[config.mk]
export PLATFORM = sky130hd
export DESIGN_NAME = step_pulse_monitor
export DESIGN_NICKNAME = d
export VERILOG_FILES = /design/src/rtl/tr_pkg.sv /design/src/rtl/step_sync_edge.sv /design/src/rtl/step_pulse_monitor.sv
export SDC_FILE = /design/constraint.sdc
export NUM_CORES = 1
export LEC_CHECK = 0
export CAP_MARGIN = 20
export CORE_MARGIN = 2
export CORE_UTILIZATION = 50
export DETAILED_ROUTE_END_ITERATION = 6
export GPL_ROUTABILITY_DRIVEN = 0
export PLACE_DENSITY = 0.76
export RECOVER_POWER = 100
export SKIP_LAST_GASP = 1
export SLEW_MARGIN = 20
export SYNTH_ARGS = -nofsm -noshare
export SYNTH_HDL_FRONTEND = slang
export SYNTH_SLANG_ARGS = --single-unit
[constraint.sdc]
create_clock -name clk -period 2.98 [get_ports clk]
set_input_delay 0.596 -clock clk [delete_from_list [all_inputs] [get_ports clk]]
set_output_delay 0.596 -clock clk [all_outputs]
set_load 0.02 [all_outputs]
[src/rtl/tr_pkg.sv]
// Shared types and defaults for the step pulse monitor: FSM states, default widths and
// synchronizer depth.
package tr_pkg;

   typedef enum logic [1:0] {
      StIdle,
      StArm,
      StMeasure,
      StStall
   } tr_state_e;

   localparam int unsigned TR_SIZE       = 16;
   localparam int unsigned TR_N          = 100;
   localparam int unsigned TR_POS_W      = 32;
   localparam int unsigned TR_SYNC_DEPTH = 2;

endpackage

[src/rtl/step_sync_edge.sv]
// Brings step/dir into the clk domain and produces a one-cycle registered rising-edge strobe
// with the direction sampled through an equally long pipeline.
module step_sync_edge
   import tr_pkg::*;
(
   input  logic clk,
   input  logic rst_n,
   input  logic step_in,
   input  logic dir_in,
   output logic step_edge,
   output logic dir
);

   logic [TR_SYNC_DEPTH-1:0] step_sync;
   logic [TR_SYNC_DEPTH-1:0] dir_sync;
   logic                     step_last;

   always_ff @(posedge clk or negedge rst_n) begin
      if (!rst_n) begin
         step_sync <= '0;
         dir_sync  <= '0;
         step_last <= 1'b0;
         step_edge <= 1'b0;
         dir       <= 1'b0;
      end else begin
         step_sync <= {step_sync[TR_SYNC_DEPTH-2:0], step_in};
         dir_sync  <= {dir_sync[TR_SYNC_DEPTH-2:0], dir_in};
         step_last <= step_sync[TR_SYNC_DEPTH-1];
         step_edge <= step_sync[TR_SYNC_DEPTH-1] & ~step_last;
         // dir takes its third stage here so it lines up with step_edge
         dir       <= dir_sync[TR_SYNC_DEPTH-1];
      end
   end

endmodule

[src/rtl/step_pulse_monitor.sv]
// Step/direction receiver: measures edge-to-edge period, tracks signed position, counts pulses
// toward a move length and flags a stall when pulses stop.
module step_pulse_monitor
   import tr_pkg::*;
#(
   parameter int unsigned SIZE  = TR_SIZE,
   parameter int unsigned N     = TR_N,
   parameter int unsigned POS_W = TR_POS_W
) (
   input  logic             clk,
   input  logic             rst_n,
   input  logic             step_in,
   input  logic             dir_in,
   input  logic             en,
   input  logic             clr,
   output logic [SIZE-1:0]  period,
   output logic             period_valid,
   output logic [POS_W-1:0] position,
   output logic             move_done,
   output logic             stall
);

   localparam int unsigned     CW      = $clog2(N + 1);
   localparam logic [SIZE-1:0] CntMax  = {SIZE{1'b1}};
   localparam logic [CW-1:0]   CntDone = CW'(N);

   logic             step_edge;
   logic             dir;
   tr_state_e        state;
   logic [SIZE-1:0]  cnt;
   logic [CW-1:0]    pulses;
   logic [CW-1:0]    pulses_next;
   logic [POS_W-1:0] pos_next;

   step_sync_edge u_sync (
      .clk       (clk),
      .rst_n     (rst_n),
      .step_in   (step_in),
      .dir_in    (dir_in),
      .step_edge (step_edge),
      .dir       (dir)
   );

   always_comb begin
      pos_next    = dir ? position + POS_W'(1) : position - POS_W'(1);
      pulses_next = (pulses == CntDone) ? pulses : pulses + CW'(1);
   end

   always_ff @(posedge clk or negedge rst_n) begin
      if (!rst_n) begin
         state        <= StIdle;
         cnt          <= '0;
         pulses       <= '0;
         period       <= '0;
         period_valid <= 1'b0;
         position     <= '0;
         move_done    <= 1'b0;
         stall        <= 1'b0;
      end else begin
         period_valid <= 1'b0;
         // clr and en-low both discard any coincident edge
         if (clr) begin
            position  <= '0;
            pulses    <= '0;
            move_done <= 1'b0;
            stall     <= 1'b0;
            state     <= en ? StArm : StIdle;
         end else if (!en) begin
            stall <= 1'b0;
            state <= StIdle;
         end else begin
            if (step_edge && state != StIdle) begin
               position  <= pos_next;
               pulses    <= pulses_next;
               move_done <= move_done | (pulses_next == CntDone);
            end
            unique case (state)
               StIdle: state <= StArm;
               StArm: begin
                  if (step_edge) begin
                     cnt   <= SIZE'(1);
                     state <= StMeasure;
                  end
               end
               StMeasure: begin
                  if (step_edge) begin
                     period       <= cnt;
                     period_valid <= 1'b1;
                     cnt          <= SIZE'(1);
                  end else if (cnt == CntMax) begin
                     stall <= 1'b1;
                     state <= StStall;
                  end else begin
                     cnt <= cnt + SIZE'(1);
                  end
               end
               StStall: begin
                  // interval spanned a stall, so it is not reported
                  if (step_edge) begin
                     cnt   <= SIZE'(1);
                     stall <= 1'b0;
                     state <= StMeasure;
                  end
               end
               default: state <= StIdle;
            endcase
         end
      end
   end

endmodule

### Word-level counts from Yosys, hierarchy flattened

Index checks and enable logic that the tools add are counted.

| operators by class | value |
|---|---|
| $add $sub $neg | 4 |
| eq/ne operators | 13 |
| muxes and demuxes | 32 |
| bitwise gates (word level) | 4 |
| reductions and logical operators | 12 |

Operators with widths:

| operator | number |
|---|---|
| 2-to-1 mux 32 bit | 4 |
| 2-to-1 mux 16 bit | 3 |
| adder 32 x 1 -> 32 bit (second input constant) | 1 |
| one-hot mux 16 bit (2 select lines) | 1 |
| subtractor 32 x 1 -> 32 bit (second input constant) | 1 |
| 2-to-1 mux 7 bit | 4 |
| adder 16 x 1 -> 16 bit (second input constant) | 1 |
| equality test 16 bit (second input constant) | 1 |
| equality test 7 bit (second input constant) | 2 |
| 2-to-1 mux 1 bit | 13 |
| 2-to-1 mux 2 bit | 5 |
| != test 4 bit (second input constant) | 2 |
| AND reduction 4 bit | 2 |
| nonzero test 2 bit | 4 |
| adder 7 x 1 -> 7 bit (second input constant) | 1 |
| one-hot mux 2 bit (3 select lines) | 1 |
| AND reduction 5 bit | 1 |
| equality test 2 bit (second input constant) | 2 |
| != test 4 x 1 -> 1 bit (second input constant) | 1 |
| != test 4 x 2 -> 1 bit (second input constant) | 1 |
| != test 4 x 3 -> 1 bit (second input constant) | 1 |
| != test 3 x 2 -> 1 bit (second input constant) | 1 |
| AND reduction 3 bit | 1 |
| equality test 2 x 1 -> 1 bit (second input constant) | 1 |
| 9 further kinds | 10 |

| storage, ports and cells | value |
|---|---|
| register bits after elaboration | 83 |
| output and inout bits | 51 |
| word-level logic and storage cells | 78 |

### Depth between registers and ports, before layout

| depth | value |
|---|---|
| depth after elaboration | 7 |
| gate-level depth with buffers | 11 |
| mapped depth without buffers | 10 |

### By module

Synthesis repeated with hierarchy kept, for this count alone.

| unflattened totals | value |
|---|---|
| cell total of the unflattened synthesis | 554 |
| area total of the unflattened synthesis | 5127.4 um2 |

By module, submodules not included:

| module | times used | cells an instance | area each (um2) |
|---|---|---|---|
| step_pulse_monitor | 1 | 546 | 4938.5 |
| step_sync_edge | 1 | 8 | 188.9 |

### Worst setup path before layout

OpenSTA, ideal clock, no wires.

| path | value |
|---|---|
| path kind | register to register |
| start point | register u_sync.dir |
| end point | register position[24] |
| library setup time | 0.126 ns |
| data arrival time | 2.928 ns |
| data required time | 2.854 ns |
| setup slack | -0.074 ns |
| stages on the path, launching flop included | 10 |
| path buffers | 0 |
| cell sequence | dfrtp_1 -> inv_1 -> ha_1 -> a21o_1 -> a221o_1 -> and2_4 -> a221o_1 -> a21oi_2 -> o21ai_2 -> a221o_1 |

| between the ends | value |
|---|---|
| cells in the longest elaborated chain, start to end | 4 |

RTL lines:

| element | RTL line | text |
|---|---|---|
| start: declaration | step_sync_edge.sv:11 | `output logic dir` |
| start signal: assignment | step_sync_edge.sv:31 | `dir <= dir_sync[TR_SYNC_DEPTH-1];` |
| 2-to-1 mux 32 bit | step_pulse_monitor.sv:45 | `pos_next = dir ? position + POS_W'(1) : position - POS_W'(1);` |
| 2-to-1 mux 32 bit | step_pulse_monitor.sv:72 | `if (step_edge && state != StIdle) begin` |
| 2-to-1 mux 32 bit | step_pulse_monitor.sv:68 | `end else if (!en) begin` |
| 2-to-1 mux 32 bit | step_pulse_monitor.sv:62 | `if (clr) begin` |
| end signal: assignment | step_pulse_monitor.sv:73 | `position <= pos_next;` |
| end: declaration | step_pulse_monitor.sv:18 | `output logic [POS_W-1:0] position,` |

Every way passes these cells. The select of a mux whose other input is x is not followed.
A chain may end at the register's enable or synchronous reset.

### Final worst setup path

Ends and elaborated chain as after synthesis.

==> results.md <==
* Lkg Pwr at 2.91 nW
* Synth Register Bits at 83
* Area Overhead vs Synth at 21.8%
* Setup ws final at 0.00986 ns
* Post-CTS Hold Buffers at 0
* Status: finished with violations
* Deepest level of the CTS H-tree at 3
* Worst skew pair latency at 0.37 ns
* Multi-input logic area at 3040 µm²
* Layout Nets at 688
* Most common cell in the netlist: dfrtp_1
* CTS tree: yes
* Filler Cell Count at 881
* Worst path max stage delay at 0.42 ns
* FFs w/ async S/R, synth at 100%
* Vias at 4632
* Final Skew at between 0.01 and 0.015 ns
* Post-layout util at 62.0%
* Critical path required time at 3.24 ns
* Worst setup SP type: register
* CTS clk-pin slew, worst paths at about 0.09 ns
* Grt ovf at 0
* Clock tree buffer depth at 2
* Initial Util at between 50 and 60%
* GRT Total Usage at around a quarter
* First-pass GRT wire length at 21.2 mm
* Largest net degree at the start of global routing at 49
* I/O pin count at 57
* CTS Sinks at just over 80
* WHS Endpoint: u_sync.step_sync[1]$_DFF_PN0_
* Root Driver: clkbuf_8
* Critical Path End Type: register
* Initial antenna violation count at 0
* Ys Warns at 0
* Share of cells above drive strength 1 at 13.8%
* # setup viols final at 0
* DRC violations left at 0
* Main synth FF type: dfrtp_1
* Least-Margin Pin Slew at 2.05 ns
* Detailed Route Iter0 Violations at 254
* Syn Nets at 618
* Synthesized area at slightly above 5000 µm²
* Reg2reg path depth at 10
* Period utilization at between 90% and 100%
* Placed insts at 762
* WP buf/inv at 2
* Post-route minimum period at slightly below 3 ns
* FMAX at 337 MHz
* Most frequent cells after synthesis: dfrtp_1, nand2_1, a21oi_1
* CP dominant cell by count: a221o_1
* Die height at 106 µm
* Yosys top cell area share at 40.1%
* Non-Filler Instances at 789
* R2r setup slk at 0.01 ns
* Slew Viols, Final at 37
* Final Power at 0.00247 W
* CP top delay family: compound AO/OA/AOI/OAI gates
* Die width at between 100 and 150 µm
* TritonCTS buffer count at 9
* Syn Area/Cell at 8.97 µm²
* Worst hold path class: reg2reg
* Power per standard cell area at around 390 nW/µm²
* Crit Path Max Fanout at 8
* Antenna diode count at 0
* DR pass1 iterations at 4
* Port buffer count at 56
* Hpwl dp at 9.40 mm
* Die ar. at 11200 µm²
* Number of global-route vias before repair at 4454
* Dpl ws at -0.0109 ns
* Register area share after synthesis at 40.1%
* # rows at 37
* Classification of the worst setup path: reg2reg
* Crit path DAT at 3.23 ns
* Dominant cell type by area after synthesis: dfrtp_1
* RSZ-0062 raised after global routing: yes
* WHS at ~0.36 ns
* Synth unique cells at 66
* Worst Hold Launch: u_sync.step_sync[0]$_DFF_PN0_
* Routed Antenna Nets at 0
* Per-cell routed wire length at between 15 and 20 µm
* Failing checks: capacitance limit, slew limit
* Synthesized instance count at 578
* CP cell instances: clkinvlp_4, buf_6, fa_2, a21o_2, a221o_1, and2_4, a221o_1, a21oi_2, o21ai_2, a221o_1
* Headroom to the max-slew limit at -36.5%
* Hold Path Cell Cnt at 0
* Largest cells by area after synthesis: dfrtp_1, ha_1, nand2_1
* Max-Cap Viols at 1
* Slowest CP cell: dfrtp_1
* Final Hold Fails at 0
* Post-Route WL at 12.8 mm
* Number of flops mapped to enable cells by yosys at 0
* FF+latch area at roughly 2100 µm²
* Capture point of the worst reg-to-reg path: position[24]$_DFFE_PN0P_
* R2R Path Start: u_sync.dir$_DFF_PN0_
* Vias per cell at 5.87
* IR drop worst, VDD at 0.000299 V
* CORE AREA at 10200 µm²
==> through the flow <==
| step | cell area [µm²] | setup TNS, ns |
|---|---|---|
| finish | 6310 | 0 |
| global route | 6310 | -0.445 |
| CTS | 6180 | -0.00269 |
| detailed placement | 5970 | -0.0109 |
| global placement | 5970 | 0 |
| floorplan | 5190 | -0.0197 |
==> registers in the layout, indices dropped and copies added, names as in the netlist <==
name	flops
state	2
stall	1
pulses	7
u_sync.step_sync	2
u_sync.dir	1
position	32
period_valid	1
u_sync.step_edge	1
cnt	16
u_sync.step_last	1
u_sync.dir_sync	2
move_done	1
period	16
==> metal layers <==
layer  vias up  share of wire, %  track usage (%)
met5         -                 0                0
met4         0               2.1             8.27
met1      2267                46             32.0
li1       2222                 -                -
met3        24               3.8             3.09
met2       119                49             38.2
==> area by class of cell <==
cell class | count | share of cell area [%]
Clock buffer | 10 | 2.18
Clock inverter | 6 | 1.11
Inverter | 11 | 0.713
Multi-Input combinational cell | 457 | 48.1
Sequential cell | 83 | 32.9
Tap cell | 136 | 2.70
Timing Repair Buffer | 86 | 12.3
==> worst reg2reg max path, delay by kind of cell, from the launching register on <==
family / cells / cell delay (ns)
AO/OA/AOI/OAI: 6 / 1.57
buffers and inverters: 2 / 0.38
adder cells (fa/ha/maj): 1 / 0.33
flip-flops: 1 / 0.42
AND/OR/NAND/NOR: 1 / 0.18
==> logic make-up after synthesis <==
group,after synthesis,synth area share (%)
AO/OA/AOI/OAI,146,18.3
multiplexers,18,3.89
flip-flops,83,40.1
XOR/XNOR,35,5.91
buffers and inverters,38,2.85
AND/OR/NAND/NOR,224,20.6
adder cells (fa/ha/maj),34,8.35
==> worst max-delay path by stage <==
stage | startpoint | to | slack [ns] | depth (start not counted)
after floorplan | u_sync.dir$_DFF_PN0_ | position[24]$_DFFE_PN0P_ | -0.02 | 9
after global placement | u_sync.dir$_DFF_PN0_ | position[24]$_DFFE_PN0P_ | 0.16 | 9
after detailed placement | u_sync.dir$_DFF_PN0_ | position[31]$_DFFE_PN0P_ | -0.01 | 11
after CTS | u_sync.dir$_DFF_PN0_ | position[27]$_DFFE_PN0P_ | -0.001 | 11
after global routing | u_sync.dir$_DFF_PN0_ | position[31]$_DFFE_PN0P_ | -0.11 | 11
final | u_sync.dir$_DFF_PN0_ | position[24]$_DFFE_PN0P_ | 0.01 | 10
==> report_power, final <==
group | switching (W) | leakage (nW) | internal (W) | total, W
registers | 0.0000532 | 1.13 | 0.00117 | 0.00122
clock network | 0.000446 | 0.108 | 0.000419 | 0.000866
logic | 0.000230 | 1.68 | 0.000152 | 0.000382
==> what timing repair did <==
action | CTS | global route
pin swaps | 0 | 11
buffers inserted | 0 | 11
setup endpoints to repair | 1 | 14
gates cloned | 0 | 0
resized for setup | 1 | 14
==> placed cells by master, fill, tap and decap left out, types with 18 or more instances in the layout <==
cell type / count
nor2_1: 43
dfrtp_1: 83
xnor2_1: 25
o21ai_0: 21
a21oi_1: 52
nand3_1: 26
nor3_1: 18
nand2_1: 81
ha_1: 29
dlygate4sd3_1: 55
buf_4: 24
Note: power is estimated with default switching activity, not from simulation.
